[src/rtl/mul16s_arb_pkg.sv]
// Shared types, widths and the approximate multiply for mul16s_share_arb.
package mul16s_arb_pkg;

    localparam int DATA_W     = 16;
    localparam int PROD_W     = 32;
    localparam int TRUNC_BITS = 2;
    localparam logic [3:0] BIAS = 4'b0100;

    // The request struct is sized for the widest supported configuration;
    // the top fills only the low TAG_W / id bits (TAG_W <= TAG_MAX_W, NREQ <= 16).
    localparam int TAG_MAX_W = 16;
    localparam int ID_MAX_W  = 4;

    typedef struct packed {
        logic [DATA_W-1:0]    a;
        logic [DATA_W-1:0]    b;
        logic [TAG_MAX_W-1:0] tag;
        logic [ID_MAX_W-1:0]  id;
    } mul_req_t;

    // Drop the two LSBs of each operand, multiply the 14-bit signed remainders,
    // and append a constant bias that re-centres the truncation error.
    function automatic logic [PROD_W-1:0] approx_mul(input logic [DATA_W-1:0] a,
                                                     input logic [DATA_W-1:0] b);
        logic signed [DATA_W-TRUNC_BITS-1:0]     za;
        logic signed [DATA_W-TRUNC_BITS-1:0]     zb;
        logic signed [2*(DATA_W-TRUNC_BITS)-1:0] z;
        za = a[DATA_W-1:TRUNC_BITS];
        zb = b[DATA_W-1:TRUNC_BITS];
        z  = (2*(DATA_W-TRUNC_BITS))'(za) * (2*(DATA_W-TRUNC_BITS))'(zb);
        return {z, BIAS};
    endfunction

endpackage

[src/rtl/mul16s_share_arb_rr_arbiter.sv]
// Combinational round-robin picker: first asserted request at or above ptr, with wrap.
module rr_arbiter #(
    parameter  int N     = 4,
    localparam int IDX_W = (N > 1) ? $clog2(N) : 1
) (
    input  logic [N-1:0]     req,
    input  logic [IDX_W-1:0] ptr,
    output logic [N-1:0]     grant,
    output logic [IDX_W-1:0] grant_idx
);

    logic             found;
    logic [IDX_W:0]   sum;
    logic [IDX_W-1:0] idx;

    // Walk candidates ptr, ptr+1, ... (mod N) and take the first requester.
    always_comb begin
        grant     = '0;
        grant_idx = '0;
        found     = 1'b0;
        sum       = '0;
        idx       = '0;
        for (int k = 0; k < N; k++) begin
            sum = {1'b0, ptr} + (IDX_W+1)'(k);
            if (sum >= (IDX_W+1)'(N))
                sum = sum - (IDX_W+1)'(N);
            idx = sum[IDX_W-1:0];
            if (!found && req[idx]) begin
                found      = 1'b1;
                grant[idx] = 1'b1;
                grant_idx  = idx;
            end
        end
    end

endmodule

[src/rtl/mul16s_share_arb.sv]
// Round-robin share of one 16x16 signed multiplier across NREQ requesters,
// with an operand stage (S1) and a product stage (S2), both elastic.
// Define MUL16S_ARB_EXACT_EN for the exact A*B product instead of the
// truncated-operand approximation.
module mul16s_share_arb
    import mul16s_arb_pkg::*;
#(
    parameter  int NREQ  = 4,
    parameter  int TAG_W = 4,
    localparam int ID_W  = (NREQ > 1) ? $clog2(NREQ) : 1
) (
    input  logic                    clock,
    input  logic                    reset_n,
    input  logic [NREQ-1:0]         req_valid,
    output logic [NREQ-1:0]         req_ready,
    input  logic [NREQ*DATA_W-1:0]  req_a,
    input  logic [NREQ*DATA_W-1:0]  req_b,
    input  logic [NREQ*TAG_W-1:0]   req_tag,
    output logic                    rsp_valid,
    input  logic                    rsp_ready,
    output logic [ID_W-1:0]         rsp_id,
    output logic [TAG_W-1:0]        rsp_tag,
    output logic [PROD_W-1:0]       rsp_prod,
    output logic                    busy
);

    logic [NREQ-1:0]   grant;
    logic [ID_W-1:0]   grant_idx;
    logic [ID_W-1:0]   ptr_q, ptr_d;

    logic              s1_vld_q, s1_vld_d;
    mul_req_t          s1_q, s1_d;
    logic              s2_vld_q, s2_vld_d;
    logic [ID_W-1:0]   s2_id_q, s2_id_d;
    logic [TAG_W-1:0]  s2_tag_q, s2_tag_d;
    logic [PROD_W-1:0] s2_prod_q, s2_prod_d;

    logic              s1_accept, s2_adv, hs;
    logic [PROD_W-1:0] prod_c;
    logic              unused_s1;

    rr_arbiter #(.N(NREQ)) u_arb (
        .req       (req_valid),
        .ptr       (ptr_q),
        .grant     (grant),
        .grant_idx (grant_idx)
    );

    assign s2_adv    = !s2_vld_q | rsp_ready;
    assign s1_accept = !s1_vld_q | s2_adv;
    // Gated by reset_n so no requester sees a handshake while reset is held.
    assign req_ready = (reset_n && s1_accept) ? grant : '0;
    assign hs        = |req_ready;

`ifdef MUL16S_ARB_EXACT_EN
    assign prod_c = PROD_W'($signed(s1_q.a)) * PROD_W'($signed(s1_q.b));
`else
    assign prod_c = approx_mul(s1_q.a, s1_q.b);
`endif

    // Pad bits of the shared request struct carry no information here.
    assign unused_s1 = ^{s1_q.tag, s1_q.id};

    // Arbitration pointer and S1 capture of the granted request.
    always_comb begin
        ptr_d    = ptr_q;
        s1_vld_d = s1_vld_q;
        s1_d     = s1_q;
        if (s1_accept) begin
            s1_vld_d = hs;
            if (hs) begin
                s1_d                 = '0;
                s1_d.a               = req_a[grant_idx*DATA_W +: DATA_W];
                s1_d.b               = req_b[grant_idx*DATA_W +: DATA_W];
                s1_d.tag[TAG_W-1:0]  = req_tag[grant_idx*TAG_W +: TAG_W];
                s1_d.id[ID_W-1:0]    = grant_idx;
                ptr_d = (grant_idx == ID_W'(NREQ-1)) ? '0 : grant_idx + 1'b1;
            end
        end
    end

    // S1 -> S2 move; the product is formed on the transfer and held while stalled.
    always_comb begin
        s2_vld_d  = s2_vld_q;
        s2_id_d   = s2_id_q;
        s2_tag_d  = s2_tag_q;
        s2_prod_d = s2_prod_q;
        if (s2_adv) begin
            s2_vld_d = s1_vld_q;
            if (s1_vld_q) begin
                s2_id_d   = s1_q.id[ID_W-1:0];
                s2_tag_d  = s1_q.tag[TAG_W-1:0];
                s2_prod_d = prod_c;
            end
        end
    end

    // State registers; reset drops any in-flight entries.
    always_ff @(posedge clock or negedge reset_n) begin
        if (!reset_n) begin
            ptr_q     <= '0;
            s1_vld_q  <= 1'b0;
            s1_q      <= '0;
            s2_vld_q  <= 1'b0;
            s2_id_q   <= '0;
            s2_tag_q  <= '0;
            s2_prod_q <= '0;
        end else begin
            ptr_q     <= ptr_d;
            s1_vld_q  <= s1_vld_d;
            s1_q      <= s1_d;
            s2_vld_q  <= s2_vld_d;
            s2_id_q   <= s2_id_d;
            s2_tag_q  <= s2_tag_d;
            s2_prod_q <= s2_prod_d;
        end
    end

    assign rsp_valid = s2_vld_q;
    assign rsp_id    = s2_id_q;
    assign rsp_tag   = s2_tag_q;
    assign rsp_prod  = s2_prod_q;
    assign busy      = s1_vld_q | s2_vld_q;

endmodule

[config.mk]
export PLATFORM = sky130hd
export DESIGN_NAME = mul16s_share_arb
export DESIGN_NICKNAME = d
export VERILOG_FILES = /design/src/rtl/mul16s_arb_pkg.sv /design/src/rtl/mul16s_share_arb_rr_arbiter.sv /design/src/rtl/mul16s_share_arb.sv
export SDC_FILE = /design/constraint.sdc
export NUM_CORES = 1
export LEC_CHECK = 0
export ABC_AREA = 1
export CAP_MARGIN = 30
export CORE_MARGIN = 2
export CORE_UTILIZATION = 46
export DETAILED_ROUTE_END_ITERATION = 10
export PLACE_DENSITY_LB_ADDON = 0.3
export SLEW_MARGIN = 20
export SYNTH_ARGS = -nofsm -noshare
export SYNTH_HDL_FRONTEND = slang
export SYNTH_SLANG_ARGS = --single-unit
[constraint.sdc]
create_clock -name clock -period 12.8 [get_ports clock]
set_clock_uncertainty 0.1 [all_clocks]
set_input_delay 1.92 -clock clock [delete_from_list [all_inputs] [get_ports clock]]
set_output_delay 1.92 -clock clock [all_outputs]
set_load 0.05 [all_outputs]
# [Word level (Yosys, flattened, before mapping)]
# Index checks and enable logic that the tools add are counted.
# Widths: inputs -> output; s select.
[totals] ff_bits=77 input_bits=151 output_inout_bits=44 wordCells=90
[classes] addsub=8 n_mul=1 n_lt_le_gt_ge=12 eq_ne=1 shift=3 n_mux=33 n_bitwise=6 n_reduce_logical=16
[ops] operator="$shiftx 64x7->16" n=2
[ops] operator="$mul 14x14->28" n=1
[ops] operator="$mux 4" n=5
[ops] operator="$mux 2" n=9
[ops] operator="$shiftx 16x5->4" n=1
[ops] operator="$lt 2x3->1 const B" n=4
[ops] operator="$or 4x4->4" n=3
[ops] operator="$mux 1" n=11
[ops] operator="$ge 3x3->1 const B" n=3
[ops] operator="$bmux 1 s2" n=4
[ops] operator="$demux 1 s2" n=4
[ops] operator="$ge 2x1->1 const B" n=4
[ops] operator="$logic_and 1x1->1" n=8
[ops] operator="$sub 2x1->2 const B" n=4
[ops] operator="$add 2x2->3 const B" n=2
[ops] operator="$logic_not 1->1" n=5
[ops] operator="$reduce_and 2->1" n=2
[ops] operator="$reduce_or 4->1" n=1
[ops] operator="$add 2x1->3 const B" n=1
[ops] operator="$ge 2x3->1 const B" n=1
[ops] operator="$or 1x1->1" n=3
[ops] operator="$add 2x1->2 const B" n=1
[ops] operator="$eq 2x2->1 const B" n=1

# [Longest topological paths before layout]
# Gate-level depths: netlist of run 1.
[depth] depth_word=17 depth_mapped=27 depth_no_buf=26

# [Hierarchy]
# From an unflattened synthesis of run 1, not the netlist that was laid out.
[hier_totals] hier_cells=1695 hier_area_um2=12410.7
[modules_own_cells] module="mul16s_share_arb" instances=1 cells_each=1613 area_each_um2=11895.2 seq_area_each_um2=1826.8
[modules_own_cells] module="rr_arbiter" instances=1 cells_each=82 area_each_um2=515.5 seq_area_each_um2=0.0

# [Worst setup path after synthesis of run 1]
# OpenSTA, ideal clock, no wires.
[synth_timing] path_type="flip-flop to flip-flop" from="register s1_q[51] (netlist name)" to="register s2_prod_q[31], in the netlist rsp_prod[31]" setup_time_ns=0.118 arrival_ns=5.408 required_time_ns=12.582 path_slack_ns=7.174 path_stages_with_launch=21 path_buffers=1 period_less_slack_ns=5.626 cell_sequence="dfrtp_1 clkbuf_1 nand2_1 fa_1 fa_1 inv_1 fa_1 fa_1 fa_1 inv_1 fa_1 inv_1 ha_1 a21oi_1 o21ai_0 a21oi_1 nand3_1 a21oi_1 nand3_1 nand3_1 nand2_1"
[synth_via] elab_chain_len=1
[synth_rtl] element="from (decl)" line="mul16s_share_arb.sv:32" text="mul_req_t s1_q, s1_d;"
[synth_rtl] element="from (signal assigned)" line="mul16s_share_arb.sv:103" text="s1_q <= '0;"
[synth_rtl] element="from (signal assigned)" line="mul16s_share_arb.sv:111" text="s1_q <= s1_d;"
[synth_rtl] element="$mul 14x14->28" line="mul16s_arb_pkg.sv:30" text="z = (2*(DATA_W-TRUNC_BITS))'(za) * (2*(DATA_W-TRUNC_BITS))'(zb);"
[synth_rtl] element="to (signal assigned)" line="mul16s_share_arb.sv:115" text="s2_prod_q <= s2_prod_d;"
[synth_rtl] element="to (decl)" line="mul16s_share_arb.sv:36" text="logic [PROD_W-1:0] s2_prod_q, s2_prod_d;"
# Every way passes these cells.
# A chain may end at the register's enable or synchronous reset.

# [Worst setup path in the final report of run 1]
[layout_timing] from="register s1_q[24] (netlist name)" to="register s2_prod_q[31], in the netlist rsp_prod[31]"
# Same word-level chain as after synthesis.

==> impl_summary.log, run 1 <==
[metrics] run status: finished, final reports clean
[metrics] GPL Wtd Cong: 0.902
[metrics] post-CTS resize count: 0
[metrics] start point of the worst min-delay path: rsp_prod[2]
[metrics] highest attainable clock frequency: 0.157 GHz
[metrics] dpl hpwl: 25,000 microns
[metrics] pin slew with the least headroom to its limit: 756 ps
[metrics] final hold violation count: 0
[metrics] DIE HEIGHT: 168 microns
[metrics] buffers added on ports: 175
[metrics] number of routed nets with antenna violations: 0
[metrics] timing startpoint of the critical path: s1_q[24]
[metrics] setup repair after global routing missed its margin: no
[metrics] launching point of the worst reg2reg path: s1_q[24]
[metrics] maximum number of buffers from clock root to sink: 2
[metrics] final-layout setup total negative slack: 0 ps
[metrics] number of max-capacitance violations reported: 0
[metrics] Vias/cell: 4.94
[metrics] I/O pin count: 195
[metrics] pin count of the biggest net entering global routing: 75
[metrics] antenna violations before repair: 0
[metrics] ordered list of cells on the worst path: nand2_1 -> fa_1 -> fa_1 -> inv_1 -> fa_1 -> fa_1 -> fa_1 -> inv_1 -> fa_1 -> inv_1 -> ha_1 -> a21oi_1 -> o21ai_0 -> a21oi_1 -> nand3_1 -> a21oi_1 -> nand3_1 -> nand3_1 -> nand2_1
[metrics] Worst Setup Start Kind: flip-flop
[metrics] most numerous cell on the critical path: sky130_fd_sc_hd__fa_1
[metrics] final routed DRC violation total: 0
[metrics] distinct cell type count of the synthesized netlist: 36
[metrics] number of buffers added by the clock tree synthesis step: 9
[metrics] buffers and inverters on the worst path: 3
[metrics] GRT Util Overall: 23.0%
[metrics] sequential-to-total area share from yosys stat: 14.7%
[metrics] die width: 168 microns
[metrics] Std-Cell Core Area: 26,700 sq um
[metrics] depth of the most critical reg-to-reg path: 19
[metrics] routed len/inst: 14.3 microns
[metrics] Syn-to-layout area delta: 18.3%
[metrics] crit end category: flip-flop
[metrics] number of diodes added for antenna fixing: 0
[metrics] warning count from the yosys run: 0
[metrics] max-slew violation count: 0
[metrics] Synth Instances: 1,694
[metrics] endpoint of the worst register-to-register path: rsp_prod[31]
[metrics] Largest stage delay, worst path: 780 ps
[metrics] Worst Hold Depth: 1
[metrics] Yosys reg bits: 73
[metrics] post-detailed-routing wire length: 30,900 microns
[metrics] TritonCTS sink count: 73
[metrics] total number of vias: 10,699
[metrics] fill cell total of the finished layout: 2,626
[metrics] Clock Tree Root: sky130_fd_sc_hd__clkbuf_16
[metrics] total of hold buffers inserted after clock tree synthesis: 0
[metrics] cell family contributing the most delay on the critical path: adder cells
[metrics] path type of the worst min-delay path: flip-flop to flip-flop
[metrics] Max FO, Critical Path: 15
[metrics] # nets final: 2,238
[metrics] WS Path Type: flip-flop to flip-flop
[metrics] clock transition at the registers of the reported paths: 60 ps
[metrics] proportion of layout cells with a drive suffix above 1: 3.02%
[metrics] final clock period utilization by the worst path: 49.9%
[metrics] Final setup violation count: 0
[metrics] wire length of the first global-routing pass: 52,600 microns
[metrics] starting utilization of the core area: 46.4%
[metrics] time the worst path needs with I/O delays and setup: 6380 ps
[metrics] placement row count: 60
[metrics] DR iter-0 viols: 639
[metrics] number of iterations in the first detailed-routing pass: 5
[metrics] Post-Syn Area per Cell: 7.32 sq um
[metrics] buffers inserted by post-CTS timing repair: 0
[metrics] Slowest cell on crit path: sky130_fd_sc_hd__fa_1
[metrics] area of the mapped netlist: 12,400 sq um
[metrics] destination of the worst hold path: rsp_prod[2]
[metrics] source-to-sink clock delay at the later pin of the worst-skew pair: 350 ps
[metrics] vias in the first global route: 10,957
[metrics] Die Area: 28,300 sq um
[metrics] residual overflow from global routing: 0
[metrics] CTS tree: yes
[metrics] max_slew headroom: 49.6%
[metrics] H-tree level count: 3
[metrics] Data required, critical path: 12,950 ps
[metrics] worst endpoint data arrival time: 6530 ps
[metrics] worst setup slack for register-to-register paths: 6420 ps
==> area by class of cell <==
type	instances	area, sq um	share of cell area (%)
Clock inverter	5	85.1	0.580
Timing Repair Buffer	182	1850	12.6
Tap cell	341	427	2.91
Sequential cell	73	1830	12.5
Multi-Input combinational cell	1175	8810	60.1
Clock buffer	11	253	1.72
Inverter	377	1420	9.65
==> per-stage QoR <==
stage | utilization, % | hold WS (ps) | worst slack [ps] | instance area, sq um | std cells
final | 54.9 | 368 | 6420 | 14700 | 2164
after CTS | 54.8 | 369 | 6390 | 14600 | 2163
after floorplan | - | 342 | 7170 | 12400 | 1696
after global placement | 53.4 | 350 | 6440 | 14300 | 2145
after detailed placement | 53.5 | 354 | 6390 | 14300 | 2147
after global routing | 54.9 | 389 | 5920 | 14700 | 2164
==> Yosys cell counts, drive strengths merged <==
cell / number / area (sq um)
nor3: 4 / 20.0
ha: 74 / 926
nor2: 38 / 159
a211oi: 1 / 7.51
clkinv: 1 / 3.75
nand3: 126 / 646
clkbuf: 34 / 128
inv: 376 / 1410
dfrtp: 73 / 1830
a31oi: 8 / 50.1
a21boi: 3 / 22.5
a31o: 1 / 8.76
xor2: 7 / 61.3
nand4: 14 / 87.6
a221oi: 1 / 8.76
a21o: 1 / 7.51
o21bai: 7 / 52.6
nor4: 3 / 18.8
conb: 1 / 3.75
o21a: 1 / 7.51
o31ai: 1 / 7.51
xnor2: 16 / 140
o21ai: 38 / 190
or2: 11 / 68.8
fa: 195 / 3900
nand2: 589 / 2240
a21oi: 33 / 165
buf: 37 / 226
==> state kept, by name, indices dropped and copies added (netlist names), named ones only <==
register   cells
rsp_valid      1
rsp_tag        4
rsp_prod      29
ptr_q          1
rsp_id         2
s1_q          34
s1_vld_q       1
==> metal layers <==
metal	GRT usage (%)	wire length, microns	up-vias
li1	-	-	5256
met4	6.18	660	0
met1	30.3	13600	5057
met5	0	0	-
met2	39.8	14900	337
met3	3.31	1790	49
==> placed cells by master (no fill, tap or decap), drive strengths merged, types with 7 or more instances in the layout <==
cell type and instances:
nand2 589, xor2 7, a31oi 8, o21bai 7
xnor2 16, dfrtp 73, nor2 38, ha 74
or2 11, fa 195, a21oi 33, buf 8
inv 378, clkdlybuf4s50 174, nand3 126, clkbuf 11
o21ai 38, nand4 14
==> kinds of logic (layout without fill, tap and decap cells) <==
logic type / after synthesis / in the layout / share of synthesized area [%]
simple gates: 785 / 785 / 26.1
compound gates: 95 / 95 / 4.26
fa+ha+maj: 269 / 269 / 39.0
other cells: 1 / 3 / 0.0302
buf+inv: 448 / 575 / 14.3
xor+xnor: 23 / 23 / 1.62
flops: 73 / 73 / 14.7
==> how the worst max path moves through the flow <==
stage / slack, ps / cells after the start / end
3_5_place_dp: 6390 / 19 / rsp_prod[31]
2_1_floorplan: 7170 / 20 / rsp_prod[31]
6_report: 6420 / 19 / rsp_prod[31]
5_1_grt: 5920 / 19 / rsp_prod[31]
3_3_place_gp: 6440 / 19 / rsp_prod[31]
4_1_cts: 6390 / 19 / rsp_prod[31]
Power of run 1 is not shown: default switching activity piles up to over one toggle a cycle in this logic, so the estimate is an artifact.
==> run 2: changes to the inputs <==
==> constraint.sdc (replaced) <==
create_clock -name clock -period 6.1 [get_ports clock]
set_clock_uncertainty 0.1 [all_clocks]
set_input_delay 0.915 -clock clock [delete_from_list [all_inputs] [get_ports clock]]
set_output_delay 0.915 -clock clock [all_outputs]
set_load 0.05 [all_outputs]
==> impl_summary.log, run 2 (synthesized netlist as in run 1, its figures left out) <==
[metrics] run status: finished, final reports clean
[metrics] # nets final: 2,273 (+1.6%)
[metrics] number of diodes added for antenna fixing: 0 (unchanged)
[metrics] start point of the worst min-delay path: rsp_prod[2]
[metrics] Std-Cell Core Area: 26,700 sq um (unchanged)
[metrics] DIE HEIGHT: 168 microns (unchanged)
[metrics] Max FO, Critical Path: 11 (-4)
[metrics] starting utilization of the core area: 46.4% (unchanged)
[metrics] minimum hold slack: 367 ps (-1.17 ps)
[metrics] GRT Util Overall: 23.0% (+0.077 points)
[metrics] path type of the worst min-delay path: flip-flop to flip-flop
[metrics] clock transition at the registers of the reported paths: 60 ps (about the same)
[metrics] Syn-to-layout area delta: 20.2%
[metrics] number of buffers added by the clock tree synthesis step: 9 (unchanged)
[metrics] source-to-sink clock delay at the later pin of the worst-skew pair: 350 ps (about the same)
[metrics] final clock period utilization by the worst path: 95.8% (+46 points)
[metrics] time the worst path needs with I/O delays and setup: 5850 ps (-536 ps)
[metrics] depth of the most critical reg-to-reg path: 23 (+4)
[metrics] worst endpoint data arrival time: 5950 ps (-580 ps)
[metrics] commonest cells after routing, fill and taps aside: sky130_fd_sc_hd__nand2_1 (579), sky130_fd_sc_hd__inv_1 (371), sky130_fd_sc_hd__fa_1 (193)
[metrics] total number of vias: 10,925 (+2.1%)
[metrics] met1 track utilization from global routing: 30.3% (+0.055 points)
[metrics] destination of the worst hold path: rsp_prod[2]
[metrics] worst setup slack for register-to-register paths: 250 ps (-6160 ps)
[metrics] post-CTS resize count: 0 (unchanged)
[metrics] final hold violation count: 0 (unchanged)
[metrics] number of routed nets with antenna violations: 0 (unchanged)
[metrics] crit end category: flip-flop
[metrics] highest attainable clock frequency: 0.171 GHz (+9.2%)
[metrics] pin count of the biggest net entering global routing: 74 (-1.3%)
[metrics] flip-flop count of the largest register, all copies and words added: 34 (unchanged)
[metrics] max_slew headroom: 54.2% (+4.6 points)
[metrics] dpl hpwl: 25,600 microns (+2.6%)
[metrics] WS Path Type: flip-flop to flip-flop
[metrics] residual overflow from global routing: 0 (unchanged)
[metrics] H-tree level count: 3 (unchanged)
[metrics] number of placed instances, taps included: 2,182 (+1.6%)
[metrics] setup repair after global routing missed its margin: yes
[metrics] post-detailed-routing wire length: 31,000 microns (+0.21%)
[metrics] pin slew with the least headroom to its limit: 685 ps (-71.0 ps)
[metrics] die width: 168 microns (unchanged)
[metrics] endpoint of the worst register-to-register path: rsp_prod[16]
[metrics] final-layout setup total negative slack: 0 ps (unchanged)
[metrics] TritonCTS sink count: 73 (unchanged)
[metrics] I/O pin count: 195 (unchanged)
[metrics] number of max-capacitance violations reported: 0 (unchanged)
[metrics] GPL Wtd Cong: 0.909 (+0.76%)
[metrics] placement row count: 60 (unchanged)
[metrics] buffers inserted by post-CTS timing repair: 0 (unchanged)
[metrics] total of hold buffers inserted after clock tree synthesis: 0 (unchanged)
[metrics] wire length of the first global-routing pass: 52,800 microns (+0.28%)
[metrics] vias in the first global route: 11,244 (+2.6%)
[metrics] most congested layer reported by global routing: met2
[metrics] proportion of layout cells with a drive suffix above 1: 5.38% (+2.4 points)
[metrics] Final setup violation count: 0 (unchanged)
[metrics] max-slew violation count: 0 (unchanged)
[metrics] Clock Tree Root: sky130_fd_sc_hd__clkbuf_16
[metrics] met3 GRT Util: 2.87% (-0.45 points)
[metrics] maximum number of buffers from clock root to sink: 2 (unchanged)
[metrics] launching point of the worst reg2reg path: s1_q[25]
[metrics] non-filler instance count after layout: 2,199 (+1.6%)
[metrics] Vias/cell: 4.97 (+0.49%)
[metrics] Worst Hold Depth: 1 (unchanged)
[metrics] DR iter-0 viols: 602 (-5.8%)
[metrics] met2 global-route usage: 40.5% (+0.72 points)
[metrics] CTS tree: yes
[metrics] Most flops, register: s1_q
[metrics] Data required, critical path: 6210 ps (-6740 ps)
[metrics] Worst Setup Start Kind: flip-flop
[metrics] Die Area: 28,300 sq um (unchanged)
[metrics] number of iterations in the first detailed-routing pass: 5 (unchanged)
[metrics] buffers added on ports: 175 (unchanged)
[metrics] commonest non-fill, non-tap cell in the layout: sky130_fd_sc_hd__nand2_1
[metrics] antenna violations before repair: 0 (unchanged)
[metrics] final routed DRC violation total: 0 (unchanged)
[metrics] routed len/inst: 14.1 microns (-1.4%)
[run 2: how the worst max path moves through the flow]
| stage | startpoint | endpoint |
|---|---|---|
| 4_1_cts | s1_q[51] | rsp_prod[31] |
| 5_1_grt | s1_q[25] | rsp_prod[16] |
| 3_5_place_dp | s1_q[51] | rsp_prod[31] |
| 6_report | s1_q[25] | rsp_prod[16] |
| 2_1_floorplan | s1_q[51] | rsp_prod[31] |
| 3_3_place_gp | s1_q[51] | rsp_prod[31] |
[run 2: cell type report]
| cell class | instances | area, sq um |
|---|---|---|
| inverters | 377 | 1420 |
| repair buffers | 217 | 2100 |
| flip-flops and latches | 73 | 1840 |
| multi-input cells | 1175 | 8820 |
| fillers | 2578 | 11800 |
| clock inverters | 5 | 38.8 |
| clock buffers | 11 | 253 |
| well taps | 341 | 427 |
[run 2: stage by stage]
step	worst slack (ps)	utilization [%]	cell area, sq um
2_1_floorplan	474	-	12400
3_3_place_gp	148	54.4	14500
3_5_place_dp	160	54.5	14600
4_1_cts	127	55.6	14800
5_1_grt	-90.8	55.7	14900
6_report	254	55.7	14900
[run 2: routing by layer]
metal | up-vias | part of all wire [%]
met5 | - | 0
met4 | 0 | 1.8
met3 | 35 | 5.3
met2 | 312 | 48
met1 | 5253 | 45
li1 | 5325 | -
[run 2: worst max-delay path, stage by stage, from the launching register on]
cell and delay, ps:
sky130_fd_sc_hd__dfrtp_1 460, sky130_fd_sc_hd__buf_4 220, sky130_fd_sc_hd__nand2_1 80, sky130_fd_sc_hd__inv_1 60, sky130_fd_sc_hd__fa_1 500, sky130_fd_sc_hd__inv_1 50, sky130_fd_sc_hd__fa_1 480, sky130_fd_sc_hd__inv_1 50
sky130_fd_sc_hd__fa_1 490, sky130_fd_sc_hd__inv_1 50, sky130_fd_sc_hd__fa_1 520, sky130_fd_sc_hd__inv_1 50, sky130_fd_sc_hd__fa_1 470, sky130_fd_sc_hd__inv_1 50, sky130_fd_sc_hd__fa_1 470, sky130_fd_sc_hd__inv_1 40
sky130_fd_sc_hd__ha_1 340, sky130_fd_sc_hd__nand2_1 130, sky130_fd_sc_hd__or2_2 320, sky130_fd_sc_hd__nand3_1 210, sky130_fd_sc_hd__a21oi_1 100, sky130_fd_sc_hd__o21ai_1 190, sky130_fd_sc_hd__xnor2_1 160, sky130_fd_sc_hd__o21ai_0 100
Power of run 2 is left out for the same reason.
